===== src/rtl/ram_arb_pkg.sv =====
// Shared types and width defaults for the RAM arbiter (ram_arbiter, ram_arb_select).
package ram_arb_pkg;

    localparam int unsigned ADDR_W_DEF = 64;
    localparam int unsigned DATA_W_DEF = 64;

    typedef enum logic [1:0] {IDLE, ACCESS, RESPOND} arb_state_t;
    typedef enum logic {OWNER_F, OWNER_D} owner_t;

endpackage


===== src/rtl/ram_arb_select.sv =====
// Combinational winner selection between fetch and data requesters.
// Define RAM_ARB_ROUND_ROBIN_EN to alternate on simultaneous requests; default is D over F.
module ram_arb_select
    import ram_arb_pkg::*;
(
    input  logic   i_f_valid,
    input  logic   i_d_valid,
    input  owner_t i_last_grant,
    output logic   o_grant_f,
    output logic   o_grant_d
);

`ifdef RAM_ARB_ROUND_ROBIN_EN
    always_comb begin
        o_grant_f = 1'b0;
        o_grant_d = 1'b0;
        if (i_f_valid && i_d_valid) begin
            // Contention goes to whoever did not win last time
            if (i_last_grant == OWNER_D) begin
                o_grant_f = 1'b1;
            end else begin
                o_grant_d = 1'b1;
            end
        end else begin
            o_grant_f = i_f_valid;
            o_grant_d = i_d_valid;
        end
    end
`else
    logic w_unused_last_grant;
    assign w_unused_last_grant = (i_last_grant == OWNER_D);

    always_comb begin
        o_grant_d = i_d_valid;
        o_grant_f = i_f_valid && !i_d_valid;
    end
`endif

endmodule


===== src/rtl/ram_arbiter.sv =====
// Single-port RAM arbiter: serialises fetch (F) and load/store (D) through IDLE/ACCESS/RESPOND.
// Optional RAM_ARB_ROUND_ROBIN_EN selects round-robin arbitration in ram_arb_select.
module ram_arbiter
    import ram_arb_pkg::*;
#(
    parameter int unsigned ADDR_W = ADDR_W_DEF,
    parameter int unsigned DATA_W = DATA_W_DEF
) (
    input  logic              clock,
    input  logic              reset,
    input  logic              f_valid,
    input  logic [ADDR_W-1:0] f_address,
    output logic              f_ready,
    output logic              f_resp_valid,
    output logic [DATA_W-1:0] f_read_data,
    input  logic              d_valid,
    input  logic              d_write,
    input  logic [ADDR_W-1:0] d_address,
    input  logic [DATA_W-1:0] d_write_data,
    output logic              d_ready,
    output logic              d_resp_valid,
    output logic [DATA_W-1:0] d_read_data,
    output logic [ADDR_W-1:0] memory_address,
    output logic [DATA_W-1:0] write_data,
    output logic              memory_write,
    output logic              memory_read,
    input  logic [DATA_W-1:0] read_data
);

    arb_state_t        r_state;
    owner_t            r_owner;
    owner_t            r_last_grant;
    logic              r_write;
    logic [ADDR_W-1:0] r_addr;
    logic [DATA_W-1:0] r_wdata;
    logic [DATA_W-1:0] r_f_rdata;
    logic [DATA_W-1:0] r_d_rdata;

    logic w_grant_f;
    logic w_grant_d;
    logic w_idle;
    logic w_access;
    logic w_respond;

    ram_arb_select u_select (
        .i_f_valid    (f_valid),
        .i_d_valid    (d_valid),
        .i_last_grant (r_last_grant),
        .o_grant_f    (w_grant_f),
        .o_grant_d    (w_grant_d)
    );

    // All externally visible strobes are masked by reset so nothing leaks in the reset cycle
    assign w_idle    = (r_state == IDLE) && !reset;
    assign w_access  = (r_state == ACCESS) && !reset;
    assign w_respond = (r_state == RESPOND) && !reset;

    assign f_ready        = w_idle && w_grant_f;
    assign d_ready        = w_idle && w_grant_d;
    assign memory_address = r_addr;
    assign write_data     = r_wdata;
    assign memory_write   = w_access && r_write;
    assign memory_read    = w_access && !r_write;
    assign f_resp_valid   = w_respond && (r_owner == OWNER_F);
    assign d_resp_valid   = w_respond && (r_owner == OWNER_D);
    assign f_read_data    = r_f_rdata;
    assign d_read_data    = r_d_rdata;

    always_ff @(posedge clock) begin
        if (reset) begin
            r_state      <= IDLE;
            r_owner      <= OWNER_F;
            r_last_grant <= OWNER_F;
            r_write      <= 1'b0;
            r_addr       <= '0;
            r_wdata      <= '0;
            r_f_rdata    <= '0;
            r_d_rdata    <= '0;
        end else begin
            case (r_state)
                IDLE: begin
                    if (d_ready) begin
                        r_owner      <= OWNER_D;
                        r_last_grant <= OWNER_D;
                        r_write      <= d_write;
                        r_addr       <= d_address;
                        r_wdata      <= d_write_data;
                        r_state      <= ACCESS;
                    end else if (f_ready) begin
                        r_owner      <= OWNER_F;
                        r_last_grant <= OWNER_F;
                        r_write      <= 1'b0;
                        r_addr       <= f_address;
                        r_wdata      <= '0;
                        r_state      <= ACCESS;
                    end
                end
                ACCESS: begin
                    // Only D can write; a store acknowledge returns zero data
                    if (r_write) begin
                        r_d_rdata <= '0;
                    end else if (r_owner == OWNER_F) begin
                        r_f_rdata <= read_data;
                    end else begin
                        r_d_rdata <= read_data;
                    end
                    r_state <= RESPOND;
                end
                RESPOND: r_state <= IDLE;
                default: r_state <= IDLE;
            endcase
        end
    end

endmodule


===== config.mk =====
export PLATFORM = sky130hd
export DESIGN_NAME = ram_arbiter
export DESIGN_NICKNAME = d
export VERILOG_FILES = /design/src/rtl/ram_arb_pkg.sv /design/src/rtl/ram_arb_select.sv /design/src/rtl/ram_arbiter.sv
export SDC_FILE = /design/constraint.sdc
export NUM_CORES = 1
export LEC_CHECK = 0
export ABC_AREA = 1
export CAP_MARGIN = 20
export CORE_AREA = 5 5 203 205
export DETAILED_ROUTE_END_ITERATION = 10
export DIE_AREA = 0 0 208 210
export SYNTH_ARGS = -nofsm -noshare
export SYNTH_HDL_FRONTEND = slang
export SYNTH_HIERARCHICAL = 1
export SYNTH_SLANG_ARGS = --single-unit

===== constraint.sdc =====
create_clock -name clock -period 1.6 [get_ports clock]
set_input_delay 0.32 -clock clock [delete_from_list [all_inputs] [get_ports clock]]
set_output_delay 0.32 -clock clock [all_outputs]
set_load 0.005 [all_outputs]

Yosys cells after proc, flatten, opt, wreduce, memory -nomap -nowiden:

Index checks and enable logic that the tools add are counted.

* flip-flop bits (word level): 260
* bits of input ports: 261
* output and inout bits: 262

* equality and inequality tests: 3
* multiplexer cells: 12
* bitwise logic cells: 2
* reduce and logical (&&, ||, !) cells: 19

Operator list (count)
* 2-to-1 mux 64 bit: 6
* logical AND 1 bit: 10
* 2-to-1 mux 2 bit: 2
* one-hot mux 2 bit (2 select lines): 1
* AND reduction 2 bit: 2
* nonzero test 2 bit: 2
* logical NOT 1 bit: 3
* 2-to-1 mux 1 bit: 3
* inequality test 3 bit, second input constant: 1
* AND reduction 3 bit: 1
* == test 2 x 1 -> 1 bit, second input constant: 1
* == test 2 bit, second input constant: 1
* logical NOT 2 bit: 1
* inverter 1 bit: 2

Longest topological paths before layout:

Gate-level depths: netlist of run 1.

* depth after elaboration: 6
* gate-level depth with buffers: 9
* mapped depth without buffers: 7

Modules after synthesis:

Netlist of run 1, hierarchy kept.

By module, submodules not included
* ram_arbiter: times used 1, cells an instance 1496, area each 10644.0 um^2, sequential area each 5205.0 um^2
* ram_arb_select: times used 1, cells an instance 3, area each 17.5 um^2, sequential area each 0.0 um^2

Least setup slack after synthesis of run 1:

OpenSTA, ideal clock, no wires.

* kind: input to output
* start: input port reset
* end: output port f_ready
* data arrival time: 1.072 ns
* setup slack: 0.208 ns
* cell stages on the path: 6
* buffers on the path: 3
* cell sequence: buf_4 nor2_4 nand3_2 buf_2 buf_2 inv_1

* cells in the longest elaborated chain, start to end: 3

RTL lines
* start, declared: RTL line ram_arbiter.sv:10 `input logic reset,`
* logical NOT 1 bit: RTL line ram_arbiter.sv:54 `assign w_idle = (r_state == IDLE) && !reset;`
* logical AND 1 bit: RTL line ram_arbiter.sv:54
* logical AND 1 bit: RTL line ram_arbiter.sv:58 `assign f_ready = w_idle && w_grant_f;`
* end, declared: RTL line ram_arbiter.sv:13 `output logic f_ready,`

Every way passes these cells.

Worst setup path in the final report of run 1:

* start: register r_state[1]
* end: register r_addr[38], in the netlist memory_address[38]

* cells in the longest elaborated chain, start to end: 5
* elaborated cells between the ends (all ways): 7
* those cells by class: 1 x mux; 6 x reduce/logical

RTL lines
* start, declared: RTL line ram_arbiter.sv:30 `arb_state_t r_state;`
* start signal, assigned: RTL line ram_arbiter.sv:71 `r_state <= IDLE;`
* start signal, assigned: RTL line ram_arbiter.sv:88 `r_state <= ACCESS;`
* start signal, assigned: RTL line ram_arbiter.sv:95 `r_state <= ACCESS;`
* logical NOT 2 bit *: RTL line ram_arbiter.sv:54, ram_arbiter.sv:80
* logical AND 1 bit: RTL line ram_arbiter.sv:54
* logical AND 1 bit, on equally long branches: RTL line ram_arbiter.sv:58, ram_arbiter.sv:59
* nonzero test 2 bit (no source line)
* AND reduction 2 bit (no source line)
* end signal, assigned: RTL line ram_arbiter.sv:86 `r_addr <= d_address;`
* end signal, assigned: RTL line ram_arbiter.sv:93 `r_addr <= f_address;`
* end, declared: RTL line ram_arbiter.sv:34 `logic [ADDR_W-1:0] r_addr;`

Every way passes the cells marked *; elsewhere a longest branch is shown, timed or not.
A chain may end at the register's enable or synchronous reset.

==> impl_metrics.py, run 1 <==
metrics = {
    "route": {
        "firstDrtPassIters": 6,
        "ant_nets": 0,
        "drc_errors": 0,
        "vias": 12179,
        "wire_per_inst_um": 18.84,
        "routed_wl_um": 48890,
        "post_drt_via_cell_ratio": 4.693,
        "drt-initial-drc-count": 734,
    },
    "setup_path": {
        "worstSetupPathType": "reg -> reg",
        "ff2ff_path_depth": 12,
        "crit_chain": "buf_6, nor2_4, nand3_4, buf_6, buf_12, buf_12, buf_12, buf_8, nand2_4, nand2_2, nor2_2, nor2_1",
        "cp_data_arrival_time_ns": 2.25,
        "startpoint": "r_state[1]",
        "r2r_start": "r_state[1]",
        "r2r_slack_ns": -0.20,
        "start_kind": "register",
        "cp_common_cell": "buf_12",
        "cpPeakStageDelay_ns": 0.32,
        "cp.required_ns": 2.05,
        "crit_fanout": 7,
        "timing.rr.end": "memory_address[38]",
        "end_kind": "register",
        "worst_path_max_delay_cell": "dfxtp_2",
    },
    "synth": {
        "synth_top_area_share_pct": 48.82,
        "ys.flop_type": "dfxtp_1",
        "synth_simple_gate_area_share_pct": 34.03,
        "synth_warnings": 6,
        "synthXorXnorAreaFrac_pct": 0,
        "syn_area_um2": 10660,
        "async_flop_share_pct": 0,
        "yosysTopAreaCell": "dfxtp_1",
        "muxShareOfSynthArea_pct": 0,
        "syn_avg_cell_area_um2": 7.112,
        "synth_common_cells": "nor2_1, nand2_1, dfxtp_1",
        "synth-seq-cells": 260,
        "synth_top_family_by_area": "simple AND/OR/NAND/NOR gates",
        "ys_types": 18,
        "synthCells": 1499,
        "synth_nets": 1760,
        "synth_edf_count": 0,
        "yosysSeqAreaShare_pct": 48.82,
        "synth-adder-area-share_pct": 0,
        "ys_top_cells_by_area": "dfxtp_1, nor2_1, nand2_1",
        "synth_compound_area_share_pct": 9.060,
        "yosysMostFrequentCell": "nor2_1",
    },
    "cells_and_area": {
        "final_cells": 2595,
        "fin_nets": 2306,
        "multiInputGateArea_um2": 5523,
        "drive_gt1_share_pct": 18.62,
        "area_growth_pct": 85.54,
        "post-route-util_pct": 50.37,
        "fill_cells": 3727,
        "regArea_um2": 5215,
    },
    "power_and_ir_drop": {
        "powerDensity_nw_per_um2": 932.2,
        "leakage_nw": 9.213,
        "vdd_drop_max_mv": 0.7553,
        "finalPower_mw": 18.44,
    },
    "timing": {
        "slew_headroom_pct": 39.40,
        "min_period_ns": 1.801,
        "finalSetupViolCount": 105,
        "rsz0062_at_grt": "yes",
        "worstMarginPinSlew_ns": 0.9089,
        "fmax_mhz": 555.3,
        "slew_violations": 0,
        "hold_violations": 0,
        "fin_crit_sh_pct": 112.5,
        "setup_slack_ns": -0.2007,
        "fin_skew_ns": 0.01520,
        "hold_ws_ns": 0.3171,
    },
    "die": {
        "die_y_um": 210,
        "rows": 73,
        "core_um2": 39280,
        "ios": 523,
        "die_x_um": 208,
        "die-area_um2": 43680,
        "start_util_pct": 27.15,
    },
    "placement": {
        "place_congestion": 0.8667,
        "dp_hpwl_um": 29710,
        "placedCellCount": 2463,
        "port_buffers": 522,
    },
    "hold_path": {
        "min_from": "d_write_data[46]",
        "hp-class": "in -> reg",
        "hold_path_end": "write_data[46]",
        "min_delay_path_depth": 3,
    },
    "clock_network": {
        "clkTransAtPathRegs_ns": 0.06,
        "htreeDepth": 1,
        "clkLatencyLatePin_ns": 0.56,
        "clock-root-buffer": "clkbuf_16",
        "cts_tree": "built",
        "clock_path_buffers": 3,
        "cts_buffers": 30,
        "cts.sinks": 260,
    },
    "grt": {
        "grt_pass1_wl_um": 73550,
        "antenna_found_initial": 2,
        "grt_pass1_vias": 12409,
        "overflow": 0,
        "grt_max_degree": 129,
        "grt_use_total_pct": 20.82,
    },
    "run_status": {
        "status": "finished with violations",
        "violations": "negative setup slack",
    },
    "job": {
        "cap_violations": 0,
    },
}
==> layer usage <==
metal / share of wire [%] / global-route usage (%) / up-vias / routed length [um]
li1: - / - / 5866 / -
met4: 3.6 / 6.591 / 0 / 1771
met1: 40 / 24.90 / 5730 / 19670
met2: 48 / 35.40 / 490 / 23280
met3: 8.5 / 7.248 / 93 / 4170
met5: 0 / 0 / - / 0
==> stage by stage <==
step	setup TNS (ns)	instance area [um2]	setup WS, ns
2_1_floorplan	0	10660	0.2075
3_3_place_gp	-58.89	16420	-0.6367
3_5_place_dp	-60.06	16420	-0.6029
4_1_cts	-19.74	19490	-0.2301
5_1_grt	-19.64	19780	-0.2657
6_report	-10.93	19780	-0.2007
==> cells by family (layout without fill, tap and decap cells) <==
family / Yosys count / count (layout)
other: 0 / 2
AO/OA/AOI/OAI: 193 / 193
AND/OR/NAND/NOR: 851 / 851
buffers and inverters: 195 / 764
flip-flops: 260 / 260
==> repair_timing <==
action | CTS | global route
endpoints found under the hold margin | 1 | 1
pin swaps | 82 | 65
cloned | 40 | 4
setup endpoints to repair | 350 | 192
resized for setup | 547 | 100
setup buffers | 35 | 5
==> placed cells by master, fill, tap and decap left out, types with 9 or more instances in the layout <==
cell and instances:
nand2_4 25, nand3_1 93, a21oi_1 114, nor2_1 251, nand2_2 43, buf_12 32, dfxtp_1 254, buf_4 20
buf_16 40, nand2_1 255, nand3b_1 64, o21ai_0 64, clkdlybuf4s50_1 259, a21oi_2 15, nor2_4 35, dlygate4sd2_1 254
nand3_2 38, clkbuf_16 33, clkinv_2 9, buf_6 16, inv_1 68, nor2_2 44
==> state kept, by name, summed over array words and instances (netlist names) <==
register	count
d_read_data	64
f_read_data	64
memory_address	64
write_data	64
r_state	2
r_last_grant	1
r_write	1
==> final cells by class <==
type	instances	area share [%]
diodes	2	0.02530
clock buffers	40	4.238
clock inverters	15	0.8476
inverters	76	1.480
multi-input cells	1044	27.92
flip-flops and latches	260	26.36
well taps	525	3.321
repair buffers	633	35.81
==> how the worst max path moves through the flow <==
| stage | to | slack, ns | depth (start not counted) |
|---|---|---|---|
| after floorplan | f_ready | 0.21 | 6 |
| after global placement | f_ready | -0.64 | 5 |
| after detailed placement | f_ready | -0.60 | 5 |
| after CTS | memory_read | -0.23 | 6 |
| after global routing | memory_address[38] | -0.27 | 12 |
| final | memory_address[38] | -0.20 | 12 |
==> worst max-delay path: cells and delay by family, from the launching register on <==
| family | cells | cell delay [ns] |
|---|---|---|
| flops | 1 | 0.32 |
| buf+inv | 6 | 0.81 |
| simple gates | 6 | 0.54 |
==> power by group <==
| group | internal, mW | total [mW] | switching [mW] | leakage (nW) |
|---|---|---|---|---|
| clock network | 4.16 | 7.04 | 2.88 | 0.501 |
| logic | 2.26 | 4.23 | 1.96 | 6.58 |
| registers | 6.95 | 7.18 | 0.227 | 2.13 |
| total | 13.4 | 18.4 | 5.07 | 9.21 |
Note: power is estimated with default switching activity, not from simulation.
==> run 2, diff against run 1 <==
--- a/config.mk
+++ b/config.mk
@@ -10,6 +10,7 @@
 export CORE_AREA = 5 5 203 205
 export DETAILED_ROUTE_END_ITERATION = 10
 export DIE_AREA = 0 0 208 210
+export DONT_BUFFER_PORTS = 1
 export SYNTH_ARGS = -nofsm -noshare
 export SYNTH_HDL_FRONTEND = slang
 export SYNTH_HIERARCHICAL = 1
==> run 2 against run 1 <==
Net effect:
- sequential power grew 2.9%
- the flow finishes with violations (negative hold slack, negative setup slack)
- largest cell class is now sequential cells
- critical path type is now reg -> out
- critical path depth shrank 7
- combinational power fell by 38%
- power decreased by 9.5%
==> impl_metrics.py, run 2 (same netlist as run 1, synthesis figures left out) <==
metrics = {
    "run_status": {
        "status": "finished with violations",
        "violations": "negative hold slack, negative setup slack",
    },
    "die": {
        "start_util_pct": 27.15,
        "rows": 73,
        "core_um2": 39280,
        "die_y_um": 210,
        "die_x_um": 208,
        "die-area_um2": 43680,
        "ios": 523,
    },
    "clock_network": {
        "clkLatencyLatePin_ns": 0.55,
        "htreeDepth": 1,
        "cts.sinks": 260,
        "clkTransAtPathRegs_ns": 0.06,
        "clock-root-buffer": "clkbuf_16",
        "cts_tree": "built",
        "cts_buffers": 28,
        "clock_path_buffers": 3,
    },
    "setup_path": {
        "start_kind": "register",
        "end_kind": "output port",
        "r2r_slack_ns": -0.07,
        "worstSetupPathType": "reg -> out",
        "cp_data_arrival_time_ns": 1.43,
        "cp.required_ns": 1.28,
        "worst-path-buf-inv": 3,
        "startpoint": "r_state[1]",
        "crit_fanout": 5,
        "r2r_start": "r_state[1]",
        "cpPeakStageDelay_ns": 0.36,
        "worst_path_max_delay_cell": "dfxtp_4",
        "timing.rr.end": "memory_address[31]",
        "crit_chain": "nor2_4, buf_6, nand3_4, inv_8, buf_12",
        "ff2ff_path_depth": 10,
        "critical_path.top_delay_family": "flip-flops",
        "cp-endpoint": "d_ready",
        "path_depth": 5,
    },
    "timing": {
        "finalSetupViolCount": 9,
        "hold_ws_ns": -0.1685,
        "fin_crit_sh_pct": 109.3,
        "slew_violations": 0,
        "hold_violations": 105,
        "setup_slack_ns": -0.1485,
        "worstMarginPinSlew_ns": 0.4041,
        "rsz0062_at_grt": "yes",
        "slew_headroom_pct": 73.06,
        "min_period_ns": 1.748,
        "fin_skew_ns": 0.008468,
        "fmax_mhz": 571.9,
    },
    "grt": {
        "overflow": 0,
        "grt_pass1_vias": 10516,
        "grt_use_total_pct": 17.12,
        "antenna_found_initial": 3,
        "grt_pass1_wl_um": 61370,
        "grt_max_degree": 133,
    },
    "cells_and_area": {
        "layout_common_cells": "nand2_1, nor2_1, dfxtp_1",
        "final_common_cell": "nand2_1",
        "fin_nets": 1963,
        "area_growth_pct": 44.96,
        "drive_gt1_share_pct": 12.77,
        "fill_cells": 3780,
        "multiInputGateArea_um2": 4887,
        "regArea_um2": 5210,
        "post-route-util_pct": 39.35,
        "design_area_um2": 15450,
    },
    "route": {
        "firstDrtPassIters": 6,
        "wire_per_inst_um": 19.39,
        "routed_wl_um": 43620,
        "vias": 11178,
        "drc_errors": 0,
        "post_drt_via_cell_ratio": 4.970,
        "drt-initial-drc-count": 1098,
        "ant_nets": 0,
    },
    "power_and_ir_drop": {
        "vdd_drop_max_mv": 0.8248,
        "leakage_nw": 6.528,
        "powerDensity_nw_per_um2": 1080,
    },
    "hold_path": {
        "hp-class": "in -> reg",
        "min_from": "reset",
    },
    "placement": {
        "port_buffers": 0,
        "placed_cell_area_um2": 11380,
        "place_congestion": 0.9737,
        "dp_hpwl_um": 26570,
    },
    "job": {
        "cap_violations": 0,
    },
}
## run 2: changes by cell type in the layout (fill, tap and decap cells not counted), sizes merged
cell	previous run	this run
dlygate4sd2	254	0
clkdlybuf4s15	2	0
dlygate4sd3	1	207
bufbuf	1	4
bufinv	3	2
clkinvlp	1	2
clkdlybuf4s50	259	0
clkinv	10	6
buf	113	69
diode	2	1
clkbuf	43	52
## run 2: how the worst min path moves through the flow
stage	end	cells past startpoint
floorplan	f_read_data[10]	2
global placement	d_read_data[27]	1
detailed placement	d_read_data[23]	1
CTS	d_read_data[34]	1
global route	d_read_data[23]	1
finish	d_read_data[36]	1
## run 2: power by group
| group | total, mW | switching [mW] | leakage, nW | internal, mW |
|---|---|---|---|---|
| clock | 6.67 | 2.71 | 0.470 | 3.96 |
| sequential | 7.39 | 0.438 | 2.13 | 6.95 |
| combinational | 2.64 | 1.37 | 3.93 | 1.27 |
| total | 16.7 | 4.51 | 6.53 | 12.2 |
## run 2: layout make-up
cell class	instances	area share [%]
Sequential cell	260	33.71
Clock buffer	40	5.416
Timing Repair Buffer	292	22.23
Clock inverter	11	0.7610
Tap cell	525	4.250
Multi-Input combinational cell	1044	31.62
Antenna cell	1	0.01619
Inverter	76	1.992
## run 2: what timing repair did
item | in CTS | in global routing
endpoints found under the setup margin | 6 | 133
hold buffers | 167 | 40
resized for setup | 32 | 108
hold endpoints to repair | 252 | 130
cloned | 6 | 12
pin swaps | 5 | 13
buffers inserted | 5 | 11
## run 2: worst reg2reg max path: stages (launching register included)
cell and delay [ns]:
dfxtp_4 0.36, nor2_4 0.10, buf_6 0.11, nand3_4 0.10, buf_12 0.18, buf_16 0.16, buf_12 0.16, nand2_1 0.08
nand2_1 0.07, nor2_1 0.15, nor2_1 0.08
## run 2: layer usage
| layer | part of all wire, % | up-vias | global-route usage (%) |
|---|---|---|---|
| li1 | - | 5168 | - |
| met1 | 36 | 5222 | 19.49 |
| met2 | 49 | 671 | 29.25 |
| met3 | 11 | 113 | 6.623 |
| met4 | 3.5 | 4 | 6.478 |
| met5 | 0.078 | - | 0 |
## run 2: metrics by stage
step | instances | setup WS [ns] | total power [mW] | TNS [ns]
3_5_place_dp | 1957 | 0.06749 | 9.228 | 0
6_report | 2249 | -0.1485 | 16.70 | -0.5222
4_1_cts | 2185 | -0.2141 | 16.48 | -1.350
2_1_floorplan | 1499 | 0.2075 | 8.638 | 0
5_1_grt | 2249 | -0.2321 | 17.46 | -2.678
3_3_place_gp | 1957 | 0.05656 | 9.186 | 0
==> run 3, diff against run 2 <==
==> constraint.sdc (replaced) <==
create_clock -name clock -period 2 [get_ports clock]
set_input_delay 0.4 -clock clock [delete_from_list [all_inputs] [get_ports clock]]
set_output_delay 0.4 -clock clock [all_outputs]
set_load 0.005 [all_outputs]
==> run 3 against run 2 <==
Net effect:
- the run now ends clean
- power is 25% lower
- combinational power shrank 37%
- clock skew is 0.0075 ns higher
- sequential cell count did not move
- critical path depth grew 2
- non-clock buffer count fell by 108
- core utilization down 4.4 points
- sequential share of layout area rose by 4.2 points
- largest power group unchanged
==> impl_metrics.py, run 3 (same netlist as run 1, synthesis figures left out) <==
metrics = {
    "placement": {
        "place_congestion": 0.9378,
        "pre_cts_slack_ns": 0.3049,
        "port_buffers": 0,
        "dp_hpwl_um": 26110,
    },
    "setup_path": {
        "crit_fanout": 29,
        "cp_data_arrival_time_ns": 2.34,
        "cpPeakStageDelay_ns": 0.57,
        "worstSetupPathType": "reg -> reg",
        "end_kind": "register",
        "cp.required_ns": 2.47,
        "worst_path_max_delay_cell": "dlygate4sd3_1",
        "critical_path.top_delay_family": "buffers and inverters",
        "crit_chain": "inv_1, nand3_4, buf_4, buf_12, nand3_1, a21oi_1, dlygate4sd3_1",
        "start_kind": "register",
        "worst-path-buf-inv": 4,
    },
    "die": {
        "die_x_um": 208,
        "rows": 73,
        "die-area_um2": 43680,
        "die_y_um": 210,
        "core_um2": 39280,
        "ios": 523,
        "start_util_pct": 27.15,
    },
    "grt": {
        "antenna_found_initial": 1,
        "grt_pass1_wl_um": 58390,
        "grt_max_degree": 133,
        "grt_pass1_vias": 10083,
        "overflow": 0,
        "grt_use_total_pct": 16.27,
    },
    "run_status": {
        "status": "complete, no violations",
    },
    "cells_and_area": {
        "area_growth_pct": 28.87,
        "fill_cells": 4052,
        "drive_gt1_share_pct": 6.134,
        "fin_nets": 1855,
        "post-route-util_pct": 34.98,
        "layout_common_cells": "nor2_1, nand2_1, dfxtp_1",
        "insertedDiodeCount": 0,
    },
    "route": {
        "firstDrtPassIters": 5,
        "drc_errors": 0,
        "wire_per_inst_um": 18.99,
        "routed_wl_um": 40620,
        "ant_nets": 0,
        "drt-initial-drc-count": 863,
        "vias": 10408,
        "post_drt_via_cell_ratio": 4.866,
    },
    "timing": {
        "setup_slack_ns": 0.1299,
        "finalSetupViolCount": 0,
        "fin_skew_ns": 0.01595,
        "slew_headroom_pct": 47.48,
        "min_period_ns": 1.870,
        "hold_violations": 0,
        "worstMarginPinSlew_ns": 0.7853,
        "rsz0062_at_grt": "no",
        "setup_tns_ns": 0,
        "slew_violations": 0,
        "fmax_mhz": 534.7,
        "fin_crit_sh_pct": 93.51,
    },
    "clock_network": {
        "cts_buffers": 28,
        "clkTransAtPathRegs_ns": 0.06,
        "cts.sinks": 260,
        "htreeDepth": 1,
        "cts_tree": "built",
        "clock-root-buffer": "clkbuf_16",
        "clkLatencyLatePin_ns": 0.55,
        "clock_path_buffers": 3,
    },
    "power_and_ir_drop": {
        "leakage_nw": 5.912,
        "powerDensity_nw_per_um2": 915.2,
        "vdd_drop_max_mv": 0.6575,
    },
    "hold_path": {
        "hp-class": "in -> reg",
    },
    "job": {
        "cap_violations": 0,
    },
}
-- run 3: cell count changes in the layout (fill, tap and decap cells not counted), sizes merged, moves of 2 or more --
cell         change
clkbuf           -3
inv              -2
bufinv           -2
bufbuf           -4
dlygate4sd3     -64
buf             -32
-- run 3: power by group --
part / total (mW) / leakage [nW] / switching, mW / internal [mW]
registers: 5.91 / 2.13 / 0.344 / 5.56
clock network: 5.00 / 0.434 / 2.10 / 2.91
logic: 1.66 / 3.35 / 0.954 / 0.708
-- run 3: worst paths after layout --
check | startpoint | end | slack (ns) | cells after the start
hold / removal | read_data[3] | d_read_data[3] | 0.02 | 2
setup / recovery | r_state[0] | write_data[7] | 0.13 | 7
hold reg to reg | d_read_data[46] | d_read_data[46] | 0.49 | 2
setup reg to reg | r_state[0] | write_data[7] | 0.13 | 7
-- run 3: repair_timing --
action | in CTS | in global routing
pin swaps | 0 | 3
endpoints found under the hold margin | 192 | 80
setup buffers | 0 | 6
resized for setup | 5 | 9
hold buffers | 136 | 8
cloned | 0 | 4
endpoints found under the setup margin | 3 | 35
-- run 3: area by class of cell --
class                   instances  area, um2  area share (%)
clock buffers                  45      855.8           6.229
clock inverters                 5      27.53          0.2003
inverters                      76      300.3           2.186
multi-input cells            1044       4642           33.79
flip-flops and latches        260       5205           37.88
well taps                     525      656.9           4.781
repair buffers                184       2052           14.93
-- run 3: stage by stage --
step / hold WS, ns / instance area [um2] / power (mW) / instances
after floorplan: 0.4609 / 10660 / 6.911 / 1499
after global placement: 0.4728 / 11200 / 7.293 / 1936
after detailed placement: 0.4748 / 11200 / 7.328 / 1936
after CTS: -0.1067 / 13460 / 12.62 / 2122
after global routing: 0.001791 / 13740 / 13.19 / 2139
final: 0.01654 / 13740 / 12.57 / 2139
-- run 3: metal layers --
layer	up-vias	part of all wire, %	global-route usage [%]
met5	-	0.032	0
met4	2	3.5	6.342
met3	90	10	5.953
met2	534	48	27.68
met1	4838	38	18.78
li1	4944	-	-
